File: config.mk
export PLATFORM = sky130hd
export DESIGN_NAME = ysyx_22040038_regfile_mp
export DESIGN_NICKNAME = d
export VERILOG_FILES = /design/src/rtl/ysyx_22040038_regfile_mp.sv
export SDC_FILE = /design/constraint.sdc
export NUM_CORES = 2
export LEC_CHECK = 0
export ABC_AREA = 0
export CAP_MARGIN = 5
export CORE_UTILIZATION = 45
export CTS_BUF_LIST = sky130_fd_sc_hd__clkbuf_8
export DETAILED_ROUTE_END_ITERATION = 7
export SLEW_MARGIN = 20
export SYNTH_ARGS = -nofsm -noshare
export SYNTH_HDL_FRONTEND = slang
export SYNTH_SLANG_ARGS = --single-unit
File: constraint.sdc
create_clock -name clk -period 17.1 [get_ports clk]
set_clock_uncertainty 0.2 [all_clocks]
set_input_delay 2.565 -clock clk [delete_from_list [all_inputs] [get_ports clk]]
set_output_delay 2.565 -clock clk [all_outputs]
set_load 0.03 [all_outputs]
File: src/rtl/ysyx_22040038_regfile_mp.sv
// Multi-port integer register file: NUM_RD async reads, two write ports, optional
// write-to-read bypass, x0 hardwired zero, busy scoreboard and a sequential clear FSM.
module ysyx_22040038_regfile_mp #(
    parameter int ADDR_WIDTH = 5,
    parameter int DATA_WIDTH = 64,
    parameter int NUM_RD     = 2,
    parameter int BYPASS     = 1
) (
    input  logic                           clk,
    input  logic                           rst_n,
    output logic                           ready,
    input  logic [NUM_RD*ADDR_WIDTH-1:0]   rd_addr,
    output logic [NUM_RD*DATA_WIDTH-1:0]   rd_data,
    output logic [NUM_RD-1:0]              rd_busy,
    input  logic                           w0_en,
    input  logic [ADDR_WIDTH-1:0]          w0_addr,
    input  logic [DATA_WIDTH-1:0]          w0_data,
    input  logic                           w1_en,
    input  logic [ADDR_WIDTH-1:0]          w1_addr,
    input  logic [DATA_WIDTH-1:0]          w1_data,
    input  logic                           busy_set_en,
    input  logic [ADDR_WIDTH-1:0]          busy_set_addr
);

    localparam int DEPTH = 1 << ADDR_WIDTH;

    typedef enum logic {
        CLEAR = 1'b0,
        RUN   = 1'b1
    } state_e;

    state_e                  state_q, state_d;
    logic [ADDR_WIDTH-1:0]   clrCnt_q, clrCnt_d;
    logic [DEPTH-1:0]        busy_q, busy_d;
    logic [DATA_WIDTH-1:0]   rf_q [DEPTH];

    logic running;
    logic w0Live;
    logic w1Live;
    logic bsLive;

    assign running = (state_q == RUN);
    assign ready   = running;

    // Writes and busy_set only count in RUN and never target x0.
    assign w0Live = running && w0_en && (w0_addr != '0);
    assign w1Live = running && w1_en && (w1_addr != '0);
    assign bsLive = running && busy_set_en && (busy_set_addr != '0);

    always_comb begin
        state_d  = state_q;
        clrCnt_d = clrCnt_q;
        if (state_q == CLEAR) begin
            clrCnt_d = clrCnt_q + ADDR_WIDTH'(1);
            if (clrCnt_q == {ADDR_WIDTH{1'b1}}) begin
                state_d = RUN;
            end
        end
    end

    always_ff @(posedge clk) begin
        if (!rst_n) begin
            state_q  <= CLEAR;
            clrCnt_q <= '0;
            busy_q   <= '0;
        end else begin
            state_q  <= state_d;
            clrCnt_q <= clrCnt_d;
            busy_q   <= busy_d;
        end
    end

    // Assignment order gives busy_set priority over a same-cycle write clear.
    always_comb begin
        busy_d = busy_q;
        if (w0Live) begin
            busy_d[w0_addr] = 1'b0;
        end
        if (w1Live) begin
            busy_d[w1_addr] = 1'b0;
        end
        if (bsLive) begin
            busy_d[busy_set_addr] = 1'b1;
        end
    end

    // Storage has no reset; the CLEAR sweep zeroes it after every reset release.
    always_ff @(posedge clk) begin
        if (!running) begin
            rf_q[clrCnt_q] <= '0;
        end else if (rst_n) begin
            if (w0Live && !(w1Live && (w1_addr == w0_addr))) begin
                rf_q[w0_addr] <= w0_data;
            end
            if (w1Live) begin
                rf_q[w1_addr] <= w1_data;
            end
        end
    end

    for (genvar g = 0; g < NUM_RD; g++) begin : g_rd
        logic [ADDR_WIDTH-1:0] addr;
        logic                  hit0;
        logic                  hit1;
        logic [DATA_WIDTH-1:0] data;
        logic                  busy;

        assign addr = rd_addr[g*ADDR_WIDTH +: ADDR_WIDTH];
        assign hit0 = w0Live && (w0_addr == addr);
        assign hit1 = w1Live && (w1_addr == addr);

        // W1 beats W0 on forwarding, matching the write-collision rule.
        always_comb begin
            data = '0;
            busy = 1'b0;
            if (running && (addr != '0)) begin
                if ((BYPASS != 0) && hit1) begin
                    data = w1_data;
                end else if ((BYPASS != 0) && hit0) begin
                    data = w0_data;
                end else begin
                    data = rf_q[addr];
                end
                busy = busy_q[addr] && !((BYPASS != 0) && (hit0 || hit1));
            end
        end

        assign rd_data[g*DATA_WIDTH +: DATA_WIDTH] = data;
        assign rd_busy[g]                          = busy;
    end

endmodule
---- Yosys cells after proc, flatten, opt, wreduce, memory -nomap -nowiden ----
Memories as Yosys holds them, arrays and structs flattened.
Index checks and enable logic that the tools add are counted.
operators by class
  reductions and logical operators ........ 30
  magnitude comparators ................... 8
  mux-type cells .......................... 35
  equal/unequal tests ..................... 6
  $add $sub $neg .......................... 1
  bitwise gates (word level) .............. 5
operators by type and width
  operator             number
  $mux 64              7
  $mux 32              3
  $and 32x32->32       2
  $not 32->32          2
  $reduce_or 64->1     1
  $or 32x32->32        1
  $lt 5x6->1 const B   5
  $eq 5x5->1           5
  $reduce_bool 5->1    5
  $logic_and 1x1->1    19
  $mux 1               19
  $demux 1 s5          3
  $ge 5x1->1 const B   3
  $bmux 1 s5           2
  $add 5x1->5 const B  1
  $eq 5x5->1 const B   1
  $mux 5               1
  $logic_not 1->1      3
  $logic_or 1x1->1     2
word-level totals
  output and inout bits ................... 131
  memories kept ........................... 1
  word-level logic and storage cells ...... 89
  memory bits (writable) .................. 2048
  input port bits ......................... 158
  register bits ........................... 38
memory list
  memory  words  width  rd ports  clocked after memory_dff  write ports  line  RTL
  rf_q    32     64     2         0                         2            35    logic [DATA_WIDTH-1:0] rf_q [DEPTH];

---- Longest topological paths before layout ----
  depth in word-level cells ............... 11
  gate-level depth with buffers ........... 11
  depth with buffers taken out ............ 6

---- Least setup slack after synthesis ----
OpenSTA, ideal clock, no wires.
  path type ............................... input to register
  start point ............................. input port w1_addr[2]
  end point ............................... memory rf_q[5][0] (enable)
  path slack .............................. 7580 ps
  cell stages on the path ................. 10
  setup time .............................. 574 ps
  data arrival time ....................... 8745 ps
  data required time ...................... 16326 ps
  path buffers ............................ 5
  path through ............................ buf_2 -> or3_1 -> buf_2 -> o311ai_4 -> o311a_1 -> buf_4 -> buf_6 -> buf_2 -> nand2_1 -> o21ai_0
RTL lines
  item         line  RTL
  from (decl)  19    input logic [ADDR_WIDTH-1:0] w1_addr,
  to (decl)    35

---- Worst setup path after layout ----
  start point ............................. input port rd_addr[0]
  end point ............................... output port rd_data[44]
between the ends
  cells in the longest elaborated chain, start to end .. 5
  elaborated cells between the ends (all ways) .. 10
  classes of those cells .................. 2 x eq/ne; 3 x mux; 4 x reduce/logical; 1 x memory
RTL lines
  item                                                   line  RTL
  from (decl)                                            12    input logic [NUM_RD*ADDR_WIDTH-1:0] rd_addr,
  branches (longest 4 deep; another with $mem_v2 32x64)  -
  $mux 64 (*)                                            116   if (running && (addr != '0)) begin
  to (decl)                                              13    output logic [NUM_RD*DATA_WIDTH-1:0] rd_data,
Every way passes the cells marked *.

==> reports/metrics.yaml <==
power_per_cell_area_nw_per_um2: 80.95
ant_nets: 0
clock_path_buffers: 4
antenna_found_initial: 14
area_delta_synth_final_pct: 9.643
synth_edf_count: 2048
num_vias: 92592
cp_data_required_time_ns: 14.34
status: "completed"
coreArea_um2: 266300
syn-num-nets: 10249
worstSetupPathType: "in2out"
total_power_uw: 10740
max_freq_ghz: 0.09293
start_kind: "primary input"
relSlewSlack: 0.1678
switching_share: 0.2554
cts_sinks: 2086
setup-tns-final_ns: 0
leakagePower_uw: 0.03961
gr-total-overflow: 0
via_per_inst: 6.837
pwr-share-comb: 0.073
synth-seq-cells: 2086
yosysWarnings: 0
cp_max_fo: 44
synth_ff_type: "edfxtp_1"
htree_levels: 5
drive_gt1_frac: 0.2057
rsz0062_at_grt: "false"
mostFrequentLayoutCells: "nand2_1 (2055), edfxtp_1 (2048), o21ai_0 (1844)"
detail_route.wirelength_mm: 477.9
r2r_cells: 9
grt_start_max_net_pins: 129
hold_path_class: "reg2reg"
holdPathEnd: "busy_q[0]"
rr_startpoint: "ready"
ys_seq_area_frac: 0.5148
peakVddDrop_mv: 0.08864
wl_per_cell_um: 35.29
cts_buffers: 381
first_pass_iters: 6
hold_depth: 1
maxSlewViolCount: 0
start_util: 0.4542
post-route-period-util: 0.6293
p_seq_frac: 0.523
cpPeakStageDelay_ns: 0.80
clkSlewWorstSetupHoldPaths_ns: 0.06
clock_power_share: 0.404
ff2ff_setup_slack_ns: 10.39
finalSetupViolCount: 0
worstPathArrival_ns: 8.00
drt_iter0_drc: 15565
cts_root_buf: "clkbuf_8"
gp_congestion: 0.8679
fp-row-count: 189
cts_tree: "done"
layout.nets: 9882
place.port_buffers: 288
min_period_ns: 10.76
drv_cap: 0
yosysTopAreaCell: "edfxtp_1"
synth_cell_type_count: 60
synth_top_area_frac: 0.5085
crit_path_top_delay_cell: "buf_4"
gr-usage-all-layers: 0.3482
syn_avg_cell_area_um2: 11.99
regToRegEndpoint: "rf_q[31][36]"
intPower_uw: 7993
clock_latency_ns: 1.11
dieArea_um2: 270900
cp-end-kind: "primary output"
cp_common_cell: "buf_4"
switchingPower_uw: 2742
die_x_um: 520.4
synth_cells: 10089
hpwl_mm: 253.2
first_global_vias: 89404
tightestPinTransition_ns: 1.240
ctsHoldBuffers: 0
synthArstFlopShare: 0
grt_pass1_wl_mm: 665.2
final_common_cell: "nand2_1"
io_pins: 289
die_h_um: 520.4
cts_resized: 0
cts_setup_buffers: 0
drc: 0
hp-start: "busy_q[0]"
crit_chain: "buf_8 -> buf_4 -> buf_4 -> buf_4 -> mux4_2 -> mux4_2 -> nor2b_1 -> a2111oi_0 -> nor2_1 -> clkdlybuf4s50_1"
synth_area_um2: 120900
synth_area_leaders: "edfxtp_1 (51%), mux4_2 (22%), o21ai_0 (7.6%)"
hold_violations: 0
## Yosys cell counts (all sizes together) (25+ instances only)
master	count
nand2	2083
edfxtp	2048
o21ai	2005
mux4	1155
clkbuf	1051
buf	280
nor2	225
nor2b	206
a21oi	194
a211oi	180
mux2i	166
a22oi	105
inv	75
a2111oi	62
o22ai	39
dfxtp	38
xnor2	25
## metrics by stage
step / setup slack, ns / cell area (um^2) / cells / util / hold slack [ns]
final: 6.339 / 132600 / 13542 / 0.4980 / 0.3100
after CTS: 6.282 / 132600 / 13529 / 0.4980 / 0.3162
after detailed placement: 6.301 / 126100 / 12870 / 0.4735 / 0.3021
after global placement: 6.014 / 125900 / 12858 / 0.4727 / 0.2762
after global routing: 5.989 / 132600 / 13536 / 0.4980 / 0.3345
after floorplan: 7.580 / 121000 / 10089 / - / 0.2475
## power by group through the flow
stage               Clock, uW  Combinational, uW  Sequential, uW
floorplan                   0                511            5710
global placement            0                770            5710
detailed placement          0                773            5720
CTS                      4340                775            5610
global route             4550                812            5610
finish                   4340                787            5610
## logic make-up (layout without fill, tap and decap cells)
kind of cell | Yosys count | after routing | synth area share
compound gates | 2634 | 2634 | 0.1188
simple gates | 2608 | 2608 | 0.08789
mux | 1326 | 1326 | 0.2293
xor+xnor | 27 | 27 | 0.001955
flops | 2086 | 2086 | 0.5148
fa+ha+maj | 2 | 2 | 0.0002069
other cells | 0 | 11 | 0
buf+inv | 1406 | 1315 | 0.04711
## flip-flops by register name, indices dropped and copies added, names as in the netlist
name      cells
ready         1
rf_q       2048
busy_q       32
clrCnt_q      5
## routing by layer
| layer | GRT usage | up-vias | wire, um |
|---|---|---|---|
| met1 | 0.4456 | 45853 | 165900 |
| li1 | - | 37507 | - |
| met3 | 0.1005 | 1718 | 68120 |
| met5 | 0 | - | 23 |
| met4 | 0.1903 | 4 | 30400 |
| met2 | 0.5348 | 7510 | 213400 |
## worst max-delay path by stage
stage / start / endpoint / slack, ns
3_5_place_dp: rd_addr[0] / rd_data[44] / 6.30
5_1_grt: rd_addr[0] / rd_data[44] / 5.99
2_1_floorplan: w1_addr[2] / rf_q[5][0] / 7.58
3_3_place_gp: rd_addr[2] / rd_data[22] / 6.01
4_1_cts: rd_addr[0] / rd_data[44] / 6.28
6_report: rd_addr[0] / rd_data[44] / 6.34
## worst max-delay path, delay by kind of cell
kind / cells / cell delay, ns
compound gates: 1 / 0.55
buf+inv: 5 / 3.40
mux: 2 / 1.07
simple gates: 2 / 0.28
## layout make-up
type / count / area (um^2)
fill: 23030 / 133700
clock buffer: 389 / 5354
antenna: 11 / 27.53
multi-input combinational: 6597 / 53810
clock inverter: 270 / 1149
timing repair buffer: 581 / 5316
sequential: 2086 / 62260
inverter: 75 / 281.5
tap: 3533 / 4420
Note: power is estimated with default switching activity, not from simulation.
